<file path="src/rtl/stall_mgmt.sv">
// stall_mgmt: pipeline stall / drain / flush controller driving global buffer controls.
// Define STALL_MGMT_STATS_EN to build the saturating STALL/DRAIN cycle counters.
module stall_mgmt #(
  parameter int NUM_STAGES   = 4,
  parameter int FLUSH_CYCLES = 2
) (
  input  logic                  clk,
  input  logic                  reset,
  input  logic                  ext_stall,
  input  logic                  flush_req,
  input  logic [NUM_STAGES-1:0] buf_full,
  input  logic [NUM_STAGES-1:0] buf_empty,
  output logic                  stall,
  output logic                  flush,
  output logic                  upstream_hold,
  output logic [1:0]            state,
  output logic [15:0]           stall_cycles,
  output logic [15:0]           drain_cycles
);

  typedef enum logic [1:0] {
    RUN   = 2'd0,
    STALL = 2'd1,
    DRAIN = 2'd2,
    FLUSH = 2'd3
  } state_e;

  localparam logic [3:0] FLUSH_LOAD = 4'(FLUSH_CYCLES);

  state_e                state_p0;
  state_e                state_nxt;
  logic [3:0]            flush_cnt_p0;
  logic [3:0]            flush_cnt_nxt;
  logic [NUM_STAGES-1:0] full_p0;
  logic                  all_empty;

  // A stage flagged both full and empty counts as empty here and as full for upstream_hold.
  assign all_empty = &buf_empty;

  // Stage p0: state, flush countdown and one-cycle-old full flags
  always_ff @(posedge clk or negedge reset) begin
    if (!reset) begin
      state_p0     <= RUN;
      flush_cnt_p0 <= '0;
      full_p0      <= '0;
    end else begin
      state_p0     <= state_nxt;
      flush_cnt_p0 <= flush_cnt_nxt;
      full_p0      <= buf_full;
    end
  end

  always_comb begin
    state_nxt     = state_p0;
    flush_cnt_nxt = flush_cnt_p0;
    if (flush_req) begin
      state_nxt     = FLUSH;
      flush_cnt_nxt = FLUSH_LOAD;
    end else begin
      case (state_p0)
        RUN: begin
          if (ext_stall) state_nxt = STALL;
        end
        STALL: begin
          if (!ext_stall) state_nxt = all_empty ? RUN : DRAIN;
        end
        DRAIN: begin
          if (ext_stall)      state_nxt = STALL;
          else if (all_empty) state_nxt = RUN;
        end
        FLUSH: begin
          // Last flush cycle when the countdown is at one.
          if (flush_cnt_p0 <= 4'd1) begin
            flush_cnt_nxt = '0;
            state_nxt     = ext_stall ? STALL : RUN;
          end else begin
            flush_cnt_nxt = flush_cnt_p0 - 4'd1;
          end
        end
        default: state_nxt = RUN;
      endcase
    end
  end

  always_comb begin
    state         = state_p0;
    stall         = (state_p0 == STALL);
    flush         = (state_p0 == FLUSH);
    upstream_hold = (state_p0 == DRAIN) || (state_p0 == FLUSH) ||
                    ((state_p0 == STALL) && (|full_p0));
  end

`ifdef STALL_MGMT_STATS_EN
  function automatic logic [15:0] sat_inc(input logic [15:0] v);
    return (v == 16'hFFFF) ? v : v + 16'd1;
  endfunction

  logic [15:0] stall_cnt_p1;
  logic [15:0] drain_cnt_p1;

  // Stage p1: residency counters, untouched by flush
  always_ff @(posedge clk or negedge reset) begin
    if (!reset) begin
      stall_cnt_p1 <= '0;
      drain_cnt_p1 <= '0;
    end else begin
      if (state_p0 == STALL) stall_cnt_p1 <= sat_inc(stall_cnt_p1);
      if (state_p0 == DRAIN) drain_cnt_p1 <= sat_inc(drain_cnt_p1);
    end
  end

  assign stall_cycles = stall_cnt_p1;
  assign drain_cycles = drain_cnt_p1;
`else
  assign stall_cycles = 16'd0;
  assign drain_cycles = 16'd0;
`endif

endmodule

</file>
<file path="config.mk">
export PLATFORM = sky130hd
export DESIGN_NAME = stall_mgmt
export DESIGN_NICKNAME = d
export VERILOG_FILES = /design/src/rtl/stall_mgmt.sv
export SDC_FILE = /design/constraint.sdc
export NUM_CORES = 1
export LEC_CHECK = 0
export BUFFER_PORTS_ARGS = -buffer_cell sky130_fd_sc_hd__buf_4
export CAP_MARGIN = 5
export CELL_PAD_IN_SITES_DETAIL_PLACEMENT = 1
export CELL_PAD_IN_SITES_GLOBAL_PLACEMENT = 1
export CORE_MARGIN = 2
export CORE_UTILIZATION = 31
export CTS_BUF_LIST = sky130_fd_sc_hd__clkbuf_2
export DETAILED_ROUTE_END_ITERATION = 8
export MAX_ROUTING_LAYER = met4
export PLACE_DENSITY = 0.88
export SETUP_SLACK_MARGIN = 0.02
export SYNTH_ARGS = -nofsm -noshare
export SYNTH_HDL_FRONTEND = slang
export SYNTH_SLANG_ARGS = --single-unit
</file>
<file path="constraint.sdc">
create_clock -name clk -period 3.6 [get_ports clk]
set_clock_uncertainty 0.05 [all_clocks]
set_input_delay 0.36 -clock clk [delete_from_list [all_inputs] [get_ports clk]]
set_output_delay 0.36 -clock clk [all_outputs]
set_load 0.01 [all_outputs]
</file>
Word level (Yosys, flattened, before mapping)
Index checks and enable logic that the tools add are counted.
{"block": "totals", "output_inout_bits": 37, "ff_bits": 10, "word_cells": 32, "inputBits": 12}
{"block": "classes", "mux": 12, "n_eq_ne": 7, "addsub": 1, "n_reduce_logical": 8, "n_lt_le_gt_ge": 1}
{"op": "2-to-1 mux 2 bit", "n": 7}
{"op": "2-to-1 mux 4 bit", "n": 3}
{"op": "one-hot mux 2 bit (4 select lines)", "n": 1}
{"op": "AND reduction 4 bit", "n": 2}
{"op": "!= test 3 bit, second input constant", "n": 2}
{"op": "equality test 2 bit, second input constant", "n": 2}
{"op": "<= comparator 4 x 1 -> 1 bit, second input constant", "n": 1}
{"op": "!= test 4 bit, second input constant", "n": 1}
{"op": "OR reduction 4 bit", "n": 1}
{"op": "subtractor 4 x 1 -> 4 bit, second input constant", "n": 1}
{"op": "!= test 3 x 2 -> 1 bit, second input constant", "n": 1}
{"op": "equality test 2 x 1 -> 1 bit, second input constant", "n": 1}
{"op": "zero test 2 bit", "n": 1}
{"op": "logical OR 1 bit", "n": 2}
{"op": "nonzero test 2 bit", "n": 1}
{"op": "logical AND 1 bit", "n": 1}
{"op": "2-to-1 mux 1 bit", "n": 1}

Logic depth before layout (Yosys ltp)
{"block": "logic_depth", "depth_word": 5, "depth_mapped": 5, "mapped_depth_nobuf": 5}

Worst setup path after synthesis
Ideal clock, no wire load.
{"block": "synth_timing", "path_type": "register -> register", "start": "reg flush_cnt_p0[0]", "end": "reg state_p0[1] (netlist: state[1])", "setup_ps": 156, "t_arrival_ps": 1076, "t_required_ps": 3394, "path_stages_with_launch": 6, "n_path_buf": 0, "synth_period_minus_slack_ps": 1282, "setup_slack_ps": 2318, "path_cell_list": "dfrtp_1 inv_1 ha_1 nor2_1 o31ai_2 o311ai_0"}
{"block": "synth_between", "elab_chain_cells": 3}
{"element": "from (decl)", "line_no": "32", "rtl": "logic [3:0] flush_cnt_p0;"}
{"element": "from (signal assigned)", "line_no": "48", "rtl": "flush_cnt_p0 <= flush_cnt_nxt;"}
{"element": "<= comparator 4 x 1 -> 1 bit", "line_no": "73", "rtl": "if (flush_cnt_p0 <= 4'd1) begin"}
{"element": "!= test 3 x 2 -> 1 bit (no source line)"}
{"element": "AND reduction 4 bit (no source line)"}
{"element": "to (signal assigned)", "line_no": "47", "rtl": "state_p0 <= state_nxt;"}
{"element": "to (decl)", "line_no": "30", "rtl": "state_e state_p0;"}
No other way between the ends.
A chain may end at the register's enable or synchronous reset.

Final worst setup path
{"block": "layout_timing", "start": "reg full_p0[1]", "end": "out upstream_hold"}
{"block": "layout_between", "elab_chain_cells": 3}
{"element": "from (decl)", "line_no": "34", "rtl": "logic [NUM_STAGES-1:0] full_p0;"}
{"element": "from (signal assigned)", "line_no": "49", "rtl": "full_p0 <= buf_full;"}
{"element": "OR reduction 4 bit", "line_no": "90", "rtl": "((state_p0 == STALL) && (|full_p0));"}
{"element": "logical AND 1 bit", "line_no": "90"}
{"element": "logical OR 1 bit", "line_no": "89", "rtl": "upstream_hold = (state_p0 == DRAIN) || (state_p0 == FLUSH) ||"}
{"element": "to (decl)", "line_no": "15", "rtl": "output logic upstream_hold,"}
No other way between the ends.

==> results.tsv <==
metric	value	unit
grt_pass1_vias	436	
gp_congestion	0.695	
drv_slew	0	
cp.buffers_inverters	1	
drt-initial-drc-count	3	
wl	1200	µm
port_buffers	16	
synth_adder_area_share	3.58	%
synthMuxAreaShare	0	%
grt_overflow	0	
die_area	0.00265	mm²
synthCells	72	
layout-drive-gt1-share	24.2	%
synth_top_family_by_area	buffers and inverters	
finalCriticalPeriod	1.60	ns
rows	17	
synth-seq-area-share	35.8	%
grt_pass1_wl	1930	µm
seq_area	250	µm²
max_freq	624	MHz
antenna_left	0	
cts_max_level	1	
num_io_pins	49	
drt_first_pass_iters	2	
fp.dieH	51.5	µm
powerDensity	572	mW/mm²
yosysTopAreaCell	dfrtp_1	
synth-simple-area-share	12.0	%
r2r_slack	2.12	ns
worstHoldStart	buf_full[0]	
r2r-end	state[1]	
cts_tree	yes	
p_leak	0.394	nW
finalHoldViolCount	0	
clockBufferDepth	2	
rsz0062_at_grt	no	
synth_top_area_share	35.8	%
worstSetupStartpoint	full_p0[1]	
cp_slowest_cell	dfrtp_1	
synth_warnings	0	
drv_cap	0	
period_share	44.5	%
cp_num_cells	3	
cp-start-kind	register	
crit_fanout	1	
crit_path_end	upstream_hold	
routed_via_density	3.82	
crit_chain	o41ai_1, nand2b_1, buf_4	
setup_viol	0	
cp_top_family	flip-flops	
areaGrowthSynthToFinish	6.99	%
wire_per_inst	10.1	µm
final_area	747	µm²
synth_compound_area_share	8.60	%
start_util	32.2	%
post_cts_buffers	0	
placed_area	718	µm²
vias	454	
layout_common_cells	conb_1 (32), buf_4 (16), dfrtp_1 (10)	
ys_types	25	
grtUsageTotal	10.6	%
grt_max_degree	11	
root_buffer	clkbuf_2	
final_common_cell	conb_1	
fin_nets	106	
n_antenna_cell	0	
cts_buffers	3	
synth_seq_cells	10	
ff2ff_path_depth	5	
clkSinkCount	10	
synth_xor_area_share	1.25	%
synth_area_leaders	dfrtp_1 (36%), buf_4 (34%), ha_1 (3.6%)	
ir_drop	0.254	mV
critPathKind	register to output pin	
status	complete, no violations	
syn_area_per_cell	9.70	µm²
timing.setup.tns	0	ns
r2r-start	flush_cnt_p0[1]	
cp.arrival	1.19	ns
clk_pin_slew_worst_paths	0.09	ns
max_stage_delay	0.37	ns
syn_area	698	µm²
coreArea	0.00217	mm²
antenna_found_initial	0	
dp_hpwl	1030	µm
multi_input_area	298	µm²
clk_latency	0.25	ns
die_w	51.5	µm
worstPathRequired	3.19	ns
drc	0	
endpoint_kind	output pin	
fill_cells	284	
min_path_type	input port to register	
state kept, by name, summed over array words and instances (netlist names):
register      flops
state             2
flush_cnt_p0      4
full_p0           4
stage by stage:
stage | hold slack [ns] | power (W) | cells | worst slack [ns] | util (%)
5_1_grt | 0.140 | 0.000465 | 119 | 1.88 | 34.4
2_1_floorplan | 0.0144 | 0.000329 | 103 | 2.32 | -
6_report | 0.163 | 0.000427 | 119 | 2.00 | 34.4
3_5_place_dp | 0.146 | 0.000369 | 114 | 2.13 | 33.1
3_3_place_gp | 0.141 | 0.000349 | 114 | 2.26 | 33.1
4_1_cts | 0.155 | 0.000433 | 119 | 1.97 | 34.4
power breakdown:
part           internal (W)  switching (W)  total [W]
sequential         0.000139      0.0000306   0.000169
clock             0.0000241      0.0000379  0.0000620
combinational     0.0000896       0.000106   0.000196
synth_stat cells:
library cell,instances
nand2b_1,1
ha_1,2
nor2_1,2
o31ai_2,1
xnor2_1,1
nand3b_1,1
o31ai_1,1
nor3_1,1
nand3_1,1
and2_4,1
dfrtp_1,10
buf_6,1
nand4_1,1
a211o_1,1
and2b_2,1
a21oi_1,1
o41ai_1,1
buf_4,32
nand2_1,2
and4_1,1
inv_1,4
or3_1,2
o311ai_0,1
conb_1,1
o221ai_1,1
cell families (layout without fill, tap and decap cells):
logic type	count (synthesis)	after routing
and+or+nand+nor	14	14
buffers and inverters	37	25
adders and majority gates	2	2
other	1	32
DFF	10	10
AOI/OAI and AO/OA	7	7
xor gates and xnor gates	1	1
repair_timing:
action,in CTS,in global routing
resized for setup,0,0
endpoints found under the hold margin,10,0
hold buffers,1,0
worst min-delay path by stage:
stage                       to  slack (ns)  cells past startpoint
5_1_grt             full_p0[0]        0.14                      1
4_1_cts             full_p0[0]        0.15                      1
3_5_place_dp        full_p0[2]        0.15                      1
3_3_place_gp   flush_cnt_p0[2]        0.14                      1
2_1_floorplan  flush_cnt_p0[0]        0.01                      0
6_report            full_p0[0]        0.16                      1
area by class of cell:
cell class	instances	share of cell area, %
multi-input cells	56	39.9
clock buffers	3	2.01
flip-flops and latches	10	33.5
well taps	28	4.69
repair buffers	17	17.4
inverters	4	2.01
clock inverters	1	0.503
per-layer routing:
| layer | vias to the layer above | part of all wire (%) | GRT usage [%] |
|---|---|---|---|
| met3 | 4 | 8.9 | 3.80 |
| met1 | 214 | 35 | 11.5 |
| met4 | 0 | 2.6 | 6.58 |
| met2 | 26 | 54 | 16.7 |
| li1 | 210 | - | - |
| met5 | - | 0 | - |
(Power assumes the default switching activity.)
